--- config.mk ---
export PLATFORM = sky130hd
export DESIGN_NAME = alu_op_b_stage
export DESIGN_NICKNAME = d
export VERILOG_FILES = /design/src/rtl/alu_op_b_stage_pkg.sv /design/src/rtl/alu_op_b_byte_asm.sv /design/src/rtl/alu_op_b_stage.sv
export SDC_FILE = /design/constraint.sdc
export NUM_CORES = 1
export LEC_CHECK = 0
export CORE_ASPECT_RATIO = 1.1
export CORE_UTILIZATION = 43
export CTS_CLUSTER_DIAMETER = 120
export CTS_CLUSTER_SIZE = 28
export DETAILED_ROUTE_END_ITERATION = 6
export GPL_TIMING_DRIVEN = 0
export PLACE_DENSITY = 0.76
export SLEW_MARGIN = 5
export SYNTH_ARGS = -nofsm -noshare
export SYNTH_HDL_FRONTEND = slang
export SYNTH_SLANG_ARGS = --single-unit
--- constraint.sdc ---
create_clock -name clk -period 3 [get_ports clk]
set_clock_uncertainty 0.15 [all_clocks]
set_input_delay 0.75 -clock clk [delete_from_list [all_inputs] [get_ports clk]]
set_output_delay 0.75 -clock clk [all_outputs]
set_load 0.03 [all_outputs]
--- src/rtl/alu_op_b_stage_pkg.sv ---
// Shared definitions for the registered ALU operand-B stage.
//   - select-vector width and bit indices (highest set bit wins)
//   - FSM state encoding
//   - operand source enumeration and priority decode helper
package alu_op_b_stage_pkg;

  localparam int MUX_ALU_OP_B_SEL_WIDTH = 4;

  localparam int SEL_REG16    = 0;
  localparam int SEL_MEM_WORD = 1;
  localparam int SEL_MEM_SEXT = 2;
  localparam int SEL_CONST    = 3;

  typedef enum logic [1:0] {
    ST_IDLE     = 2'd0,
    ST_WAIT_MEM = 2'd1,
    ST_VALID    = 2'd2
  } op_b_state_e;

  typedef enum logic [2:0] {
    SRC_REG8,
    SRC_REG16,
    SRC_MEM_WORD,
    SRC_MEM_SEXT,
    SRC_CONST
  } op_b_src_e;

  // Several bits may be set at once; the highest one decides.
  function automatic op_b_src_e sel_decode(logic [MUX_ALU_OP_B_SEL_WIDTH-1:0] s);
    if (s[SEL_CONST])         return SRC_CONST;
    else if (s[SEL_MEM_SEXT]) return SRC_MEM_SEXT;
    else if (s[SEL_MEM_WORD]) return SRC_MEM_WORD;
    else if (s[SEL_REG16])    return SRC_REG16;
    else                      return SRC_REG8;
  endfunction

endpackage

--- src/rtl/alu_op_b_byte_asm.sv ---
// Little-endian memory byte assembler for operand B.
//   clk, rst_n   : clock, async active-low reset
//   flush        : drop the partial word (count -> 0), incoming byte ignored
//   capture_clr  : operand consumed the buffer; restart, keeping a same-cycle
//                  byte as slot 0 of the next word
//   byte_in/_vld : incoming memory byte
//   count        : number of slots filled (0..BYTES)
//   word         : assembled word, slot k at bits [8k+7:8k]
module alu_op_b_byte_asm #(
  parameter int BYTES = 2,
  parameter int CW    = $clog2(BYTES + 1)
) (
  input  logic               clk,
  input  logic               rst_n,
  input  logic               flush,
  input  logic               capture_clr,
  input  logic [7:0]         byte_in,
  input  logic               byte_vld,
  output logic [CW-1:0]      count,
  output logic [BYTES*8-1:0] word
);

  logic [BYTES-1:0][7:0] slot_q, slot_d;
  logic [CW-1:0]         count_q, count_d;

  always_comb begin
    slot_d  = slot_q;
    count_d = count_q;
    if (flush) begin
      count_d = '0;
    end else if (capture_clr) begin
      if (byte_vld) begin
        slot_d[0] = byte_in;
        count_d   = CW'(1);
      end else begin
        count_d = '0;
      end
    end else if (byte_vld && (count_q < CW'(BYTES))) begin
      // Bytes arriving on a full buffer are dropped.
      for (int k = 0; k < BYTES; k++)
        if (count_q == CW'(k)) slot_d[k] = byte_in;
      count_d = count_q + CW'(1);
    end
  end

  always_ff @(posedge clk or negedge rst_n) begin
    if (!rst_n) begin
      slot_q  <= '0;
      count_q <= '0;
    end else begin
      slot_q  <= slot_d;
      count_q <= count_d;
    end
  end

  assign count = count_q;
  assign word  = slot_q;

endmodule

--- src/rtl/alu_op_b_stage.sv ---
// Registered ALU operand-B selector with valid/ready output handshake.
//   clk, rst_n            : clock, async active-low reset
//   flush                 : abort pending/held operand (op_b value kept)
//   sel                   : source select, highest set bit wins, 0 = reg8
//   load                  : capture request, ignored while busy
//   regfile_out_8bit_b    : 8-bit register port (zero-extended)
//   regfile_out_16bit_b   : W-bit register port
//   mem_byte/_valid       : memory data-in byte stream
//   op_b / op_b_valid     : registered operand and its valid flag
//   op_b_ready            : ALU consume strobe
//   busy                  : load is ignored this cycle
module alu_op_b_stage
  import alu_op_b_stage_pkg::*;
#(
  parameter int          DATA_WIDTH = 16,
  parameter int unsigned CONST_VAL  = 2
) (
  input  logic                              clk,
  input  logic                              rst_n,
  input  logic                              flush,
  input  logic [MUX_ALU_OP_B_SEL_WIDTH-1:0] sel,
  input  logic                              load,
  input  logic [7:0]                        regfile_out_8bit_b,
  input  logic [DATA_WIDTH-1:0]             regfile_out_16bit_b,
  input  logic [7:0]                        mem_byte,
  input  logic                              mem_byte_valid,
  output logic [DATA_WIDTH-1:0]             op_b,
  output logic                              op_b_valid,
  input  logic                              op_b_ready,
  output logic                              busy
);

  localparam int BYTES = DATA_WIDTH / 8;
  localparam int CW    = $clog2(BYTES + 1);

  op_b_state_e                       state_q, state_d;
  logic [MUX_ALU_OP_B_SEL_WIDTH-1:0] sel_q, sel_d;
  logic [DATA_WIDTH-1:0]             op_b_q, op_b_d;

  logic [CW-1:0]         byte_cnt;
  logic [DATA_WIDTH-1:0] mem_word;
  logic [CW-1:0]         need;
  op_b_src_e             src;
  logic [DATA_WIDTH-1:0] cand;
  logic                  capture, cap_clr, accept;

  alu_op_b_byte_asm #(.BYTES(BYTES), .CW(CW)) u_asm (
    .clk         (clk),
    .rst_n       (rst_n),
    .flush       (flush),
    .capture_clr (cap_clr),
    .byte_in     (mem_byte),
    .byte_vld    (mem_byte_valid),
    .count       (byte_cnt),
    .word        (mem_word)
  );

  // In WAIT_MEM the operand is built from the select latched at load time.
  always_comb begin
    src = sel_decode((state_q == ST_WAIT_MEM) ? sel_q : sel);
    unique case (src)
      SRC_MEM_WORD: need = CW'(BYTES);
      SRC_MEM_SEXT: need = CW'(1);
      default:      need = '0;
    endcase
    unique case (src)
      SRC_CONST:    cand = DATA_WIDTH'(CONST_VAL);
      SRC_MEM_SEXT: cand = {{(DATA_WIDTH-8){mem_word[7]}}, mem_word[7:0]};
      SRC_MEM_WORD: cand = mem_word;
      SRC_REG16:    cand = regfile_out_16bit_b;
      default:      cand = {{(DATA_WIDTH-8){1'b0}}, regfile_out_8bit_b};
    endcase
  end

  // VALID with ready behaves like IDLE so back-to-back loads need no bubble.
  assign accept = (state_q == ST_IDLE) || ((state_q == ST_VALID) && op_b_ready);
  assign busy   = (state_q == ST_WAIT_MEM) || ((state_q == ST_VALID) && !op_b_ready);

  always_comb begin
    state_d = state_q;
    sel_d   = sel_q;
    op_b_d  = op_b_q;
    capture = 1'b0;
    if (flush) begin
      state_d = ST_IDLE;
    end else if (state_q == ST_WAIT_MEM) begin
      if (byte_cnt >= need) capture = 1'b1;
    end else if (accept) begin
      if (load) begin
        if (byte_cnt >= need) begin
          capture = 1'b1;
        end else begin
          sel_d   = sel;
          state_d = ST_WAIT_MEM;
        end
      end else begin
        state_d = ST_IDLE;
      end
    end
    if (capture) begin
      op_b_d  = cand;
      state_d = ST_VALID;
    end
  end

  assign cap_clr = capture && (need != '0);

  always_ff @(posedge clk or negedge rst_n) begin
    if (!rst_n) begin
      state_q <= ST_IDLE;
      sel_q   <= '0;
      op_b_q  <= '0;
    end else begin
      state_q <= state_d;
      sel_q   <= sel_d;
      op_b_q  <= op_b_d;
    end
  end

  assign op_b       = op_b_q;
  assign op_b_valid = (state_q == ST_VALID);

endmodule

# Word-level counts from Yosys, hierarchy flattened
# Index checks and enable logic that the tools add are counted.
# totals
ff_bits	40
latchBits	0
ramBits	0
mem_bits_ro	0
out_inout_bits	18
mem_count	0
# op_classes
n_addsub	1
multipliers	0
div_mod_pow	0
magnitude_cmp	2
eq_ne	10
shift	0
mux	26
n_bitwise	4
reduce_logical	18
# op_table
op	count
16-bit case mux with 4 select lines	1
8-bit 2-to-1 mux	4
2-bit 2-to-1 mux	11
4-bit AND reduction	2
1-bit 2-to-1 mux	7
3-bit by 2-bit equality test with 1-bit output (second input constant)	2
2-bit nonzero test	3
3-bit nonzero test	2
5-bit AND reduction	1
2-bit by 1-bit equality test with 1-bit output (second input constant)	2
1-bit logical AND	4
2-bit logical NOT	2
4-bit 2-to-1 mux	1
4-bit inequality test (second input constant)	1
1-bit inverter	4
2-bit case mux with 2 select lines	1
3-bit by 1-bit equality test with 1-bit output (second input constant)	1
3-bit equality test (second input constant)	1
3-bit 2-to-1 mux	1
3-bit inequality test (second input constant)	1
3-bit AND reduction	1
2-bit by 1-bit adder with 2-bit output (second input constant)	1
2-bit equality test (second input constant)	1
2-bit >= comparator	1
4 further kinds	5

# Depth between registers and ports, before layout
# depth
depth_word	17
depth_mapped	14

# Hierarchy
# Synthesis repeated with hierarchy kept, for this count alone.
# unflattened
hier_cells	201
hier_area_um2	2169.6
# modules_own_cells
module	instances	cells_each	area_per_inst_um2
alu_op_b_stage	1	150	1415.1
alu_op_b_byte_asm	1	51	754.5

# Worst setup path after synthesis
# No wires, ideal clock.
# synth_timing
path_type	input port to flip-flop
start	input sel[3]
end	register sel_q[0]
setup_time_ns	0.125
t_arrival_ns	2.697
t_required_ns	2.725
slack_ns	0.029
stages	10
n_path_buf	3
path_cell_list	mux2i_4 buf_6 nor2b_1 buf_6 inv_1 ha_1 a21o_1 or4_1 clkbuf_1 mux2_2
# synth_between
elab_chain_len	7
word_cells_on_any_way	8
classes_between	order compare (1); eq/ne (2); mux (3); bitwise (1); reduce/logical (1)
# synth_lines
element	line_no	source
start: declaration	alu_op_b_stage.sv:21	input logic [MUX_ALU_OP_B_SEL_WIDTH-1:0] sel,
4-bit 2-to-1 mux *	alu_op_b_stage.sv:60	src = sel_decode((state_q == ST_WAIT_MEM) ? sel_q : sel);
3-bit 2-to-1 mux *	alu_op_b_stage_pkg.sv:30	if (s[SEL_CONST]) return SRC_CONST;
3-bit by 2-bit equality test with 1-bit output	alu_op_b_stage.sv:61	unique case (src)
2-bit case mux with 2 select lines *	alu_op_b_stage.sv:61	
2-bit >= comparator *	alu_op_b_stage.sv:90	if (byte_cnt >= need) begin
1-bit inverter (no line) *	--	
5-bit AND reduction (no line) *	--	
end signal: assignment	alu_op_b_stage.sv:115	sel_q <= sel_d;
end: declaration	alu_op_b_stage.sv:37	logic [MUX_ALU_OP_B_SEL_WIDTH-1:0] sel_q, sel_d;
# Mark *: on every way between the ends. The rest lies on a longest branch, timed or not.
# A chain may end at the register's enable or synchronous reset.

# Final worst setup path
# layout_timing
start	input op_b_ready
end	output busy
# layout_between
elab_chain_len	3
# layout_lines
element	line_no	source
start: declaration	alu_op_b_stage.sv:29	input logic op_b_ready,
1-bit logical NOT	alu_op_b_stage.sv:77	assign busy = (state_q == ST_WAIT_MEM) || ((state_q == ST_VALID) && !op_b_ready);
1-bit logical AND	alu_op_b_stage.sv:77	
1-bit logical OR	alu_op_b_stage.sv:77	
end: declaration	alu_op_b_stage.sv:30	output logic busy
# Every way passes these cells.

==> summary.md <==
| Metric | Value |
|---|---|
| Post-route antenna net violation count | 0 |
| Placed wire-length estimate | 3763 um |
| Number of nets in the layout | 296 |
| H-tree Lvls | 2 |
| Critical path arrival | 2030 ps |
| Vias in the first global route | 1712 |
| Top-count cell post-synth | dfrtp_1 |
| Die width | 69.43 um |
| Synthesis-stage register bit count | 40 |
| Final Power | 2221 uW |
| Clk buf depth | 2 |
| Most area-hungry cell type in the Yosys netlist | dfrtp_1 |
| Clock slew at the register clock pins of the worst setup and hold paths | 70 ps |
| Placed instance count | 295 |
| Asr flop ratio synth | 100.0% |
| DIE AREA | 5289 um2 |
| Vias per inst | 5.547 |
| Vias post-DR | 1703 |
| Reg-to-Reg End | sel_q[1] |
| Most common flop cell mapped by yosys | dfrtp_1 |
| Worst-margin pin slew | 555.6 ps |
| Crit Path Category | in2out |
| Reg2reg start | state_q[1] |
| Initial antenna violation count | 0 |
| Placer Congestion | 0.7882 |
| Root Driver | clkbuf_8 |
| Lkg Pwr | 0.001303 uW |
| IO Port Bufs | 58 |
| Residual DRC | 0 |
| Peak supply drop | 0.5580 mV |
| CP max FO | 3 |
| Max-cap check violation count | 0 |
| Worst-Skew Late Latency | 280 ps |
| CTS tree | built |
| Sequential share of the synthesized area | 46.54% |
| Top cells by area, synth | dfrtp_1, mux2_2, mux2_4 |
| First-pass GRT wire length | 8176 um |
| Net Count, Synth | 226 |
| Tmin final | 2928 ps |
| FF-to-FF setup slack | 100 ps |
| Clock sink count | 40 |
| Final core occ | 62.84% |
| Gr usage total | 19.68% |
| Fillers | 387 |
| Crit path capture type | output port |
| Post-synthesis cell count | 180 |
| # diodes | 0 |
| Critical path required time | 2100 ps |
| Final Hold Vio Count | 0 |
| Total CTS buffers | 5 |
| Slew Limit Fails | 0 |
| Layout cell share with drive strength beyond 1 | 23.90% |
| Synth cell types | 35 |
| Synth cell count leaders | dfrtp_1, inv_1, nand2_1 |
| Core Region | 4717 um2 |
| Die height | 76.18 um |
| Worst hold path type | in2async |
| RSZ-0062 raised after global routing | no |
| Fin crit share | 97.58% |
| Max Fclk | 341.6 MHz |
| P per Cell Area | 749.4 nW/um2 |
| Routed len/inst | 15.98 um |
| EDFF count, synth | 0 |
| Final setup violation count | 0 |
| Syn Area/Cell | 11.95 um2 |
| Synth Cell Area | 2151 um2 |
| CP Launch Type | input port |
| Worst Setup EP | busy |
| Worst slew margin | 62.82% |
| Overflow after GRT | 0 |
| YS warnings | 0 |
| Status | finished, final reports clean |
| Site Rows | 26 |
| Drt total wl | 4905 um |
| CP startpoint | op_b_ready |
| Syn-to-layout area delta | 37.81% |
| Final std cells w/o fill | 307 |
| # IOs | 60 |
| Initial Util | 45.60% |
| Final TNS setup | 0 ps |
| First-pass detailed-route iteration total | 4 |
| Reg2reg path depth | 11 |
| Largest net degree at the start of global routing | 25 |
| Synth top area share | 46.54% |
| DRT iter0 DRCs | 72 |
-- logic make-up (layout without fill, tap and decap cells) --
logic type,after synthesis,count (layout),synth area share [%]
flip-flops,40,40,46.54
buffers and inverters,26,97,6.689
AND/OR/NAND/NOR,41,41,10.70
AO/OA/AOI/OAI,40,40,16.58
multiplexers,29,29,17.16
adder cells (fa/ha/maj),4,4,2.327
-- sequential cells by signal (all words and copies together), names as in the netlist --
signal and cells:
op_b 16, sel_q 4, state_q 2, u_asm.count 2, u_asm.word 16
-- cell type report --
cell class / count / area, um2 / share of cell area, %
Inverter: 15 / 56.30 / 1.900
Multi-Input combinational cell: 114 / 1031 / 34.78
Clock buffer: 8 / 90.09 / 3.039
Timing Repair Buffer: 64 / 629.4 / 21.23
Sequential cell: 40 / 1002 / 33.81
Buffer: 10 / 85.08 / 2.870
Tap cell: 56 / 70.07 / 2.364
-- how the worst min path moves through the flow --
stage | from | end | slack (ps) | cells after the start
2_1_floorplan | rst_n | op_b[0] | 300 | 0
3_3_place_gp | op_b[7] | op_b[7] | 330 | 2
3_5_place_dp | op_b[2] | op_b[2] | 330 | 2
4_1_cts | rst_n | state_q[1] | 240 | 1
5_1_grt | rst_n | state_q[0] | 260 | 1
6_report | rst_n | state_q[1] | 240 | 1
-- report_power, final --
part	internal (uW)	switching (uW)	leakage, uW	total (uW)
logic	512	450	0.000771	962
clock network	187	170	0.0000455	357
registers	761	141	0.000486	902
total	1460	761	0.00130	2220
-- what timing repair did --
item / in CTS / in global routing
gates resized for setup: 8 / 2
pin swaps: 3 / 0
setup buffers: 5 / 0
hold buffers: 0 / 0
endpoints found under the hold margin: 0 / 0
setup endpoints to repair: 38 / 23
-- cell usage in the layout, fill, tap and decap left out, types with 2 or more instances in the layout --
cell type        Yosys  layout
nand2b_1             8       8
mux2_4               8       8
clkbuf_8             0       6
nor2b_1              4       3
o21ai_0              4       4
nand3b_1             2       2
buf_2                1       2
nand2_1             13      13
buf_4                0       5
nor2_1               6       5
a32o_1               8       8
buf_6                6       6
clkbuf_1             4       4
mux2i_1              8       8
dfrtp_1             40      39
dlygate4sd2_1        0       3
ha_1                 4       4
o221ai_1             7       7
inv_1               15      15
o221a_2              8       8
clkdlybuf4s50_1      0      54
mux2_2              11      11
mux2i_4              2       2
a21oi_1              4       4
nor3_1               2       2
-- per-stage QoR --
stage / setup slack (ps) / cell area (um2) / hold WS, ps
6_report: 72.47 / 2964 / 243.0
5_1_grt: 6.416 / 2964 / 263.3
4_1_cts: 50.08 / 2954 / 243.6
3_5_place_dp: -633.0 / 2816 / 333.1
3_3_place_gp: -649.9 / 2801 / 326.0
2_1_floorplan: 28.76 / 2151 / 304.4
-- critical path, cell delays in order --
cell             delay [ps]
clkdlybuf4s50_1         440
o21ai_0                 160
clkdlybuf4s50_1         680
-- layer usage --
metal,global-route usage (%),share of wire [%],vias to the layer above
met5,0,0,-
met1,24.63,43,842
li1,-,-,801
met3,4.894,5.1,8
met4,6.122,1.0,0
met2,33.30,51,52
Note: power is estimated with default switching activity, not from simulation.
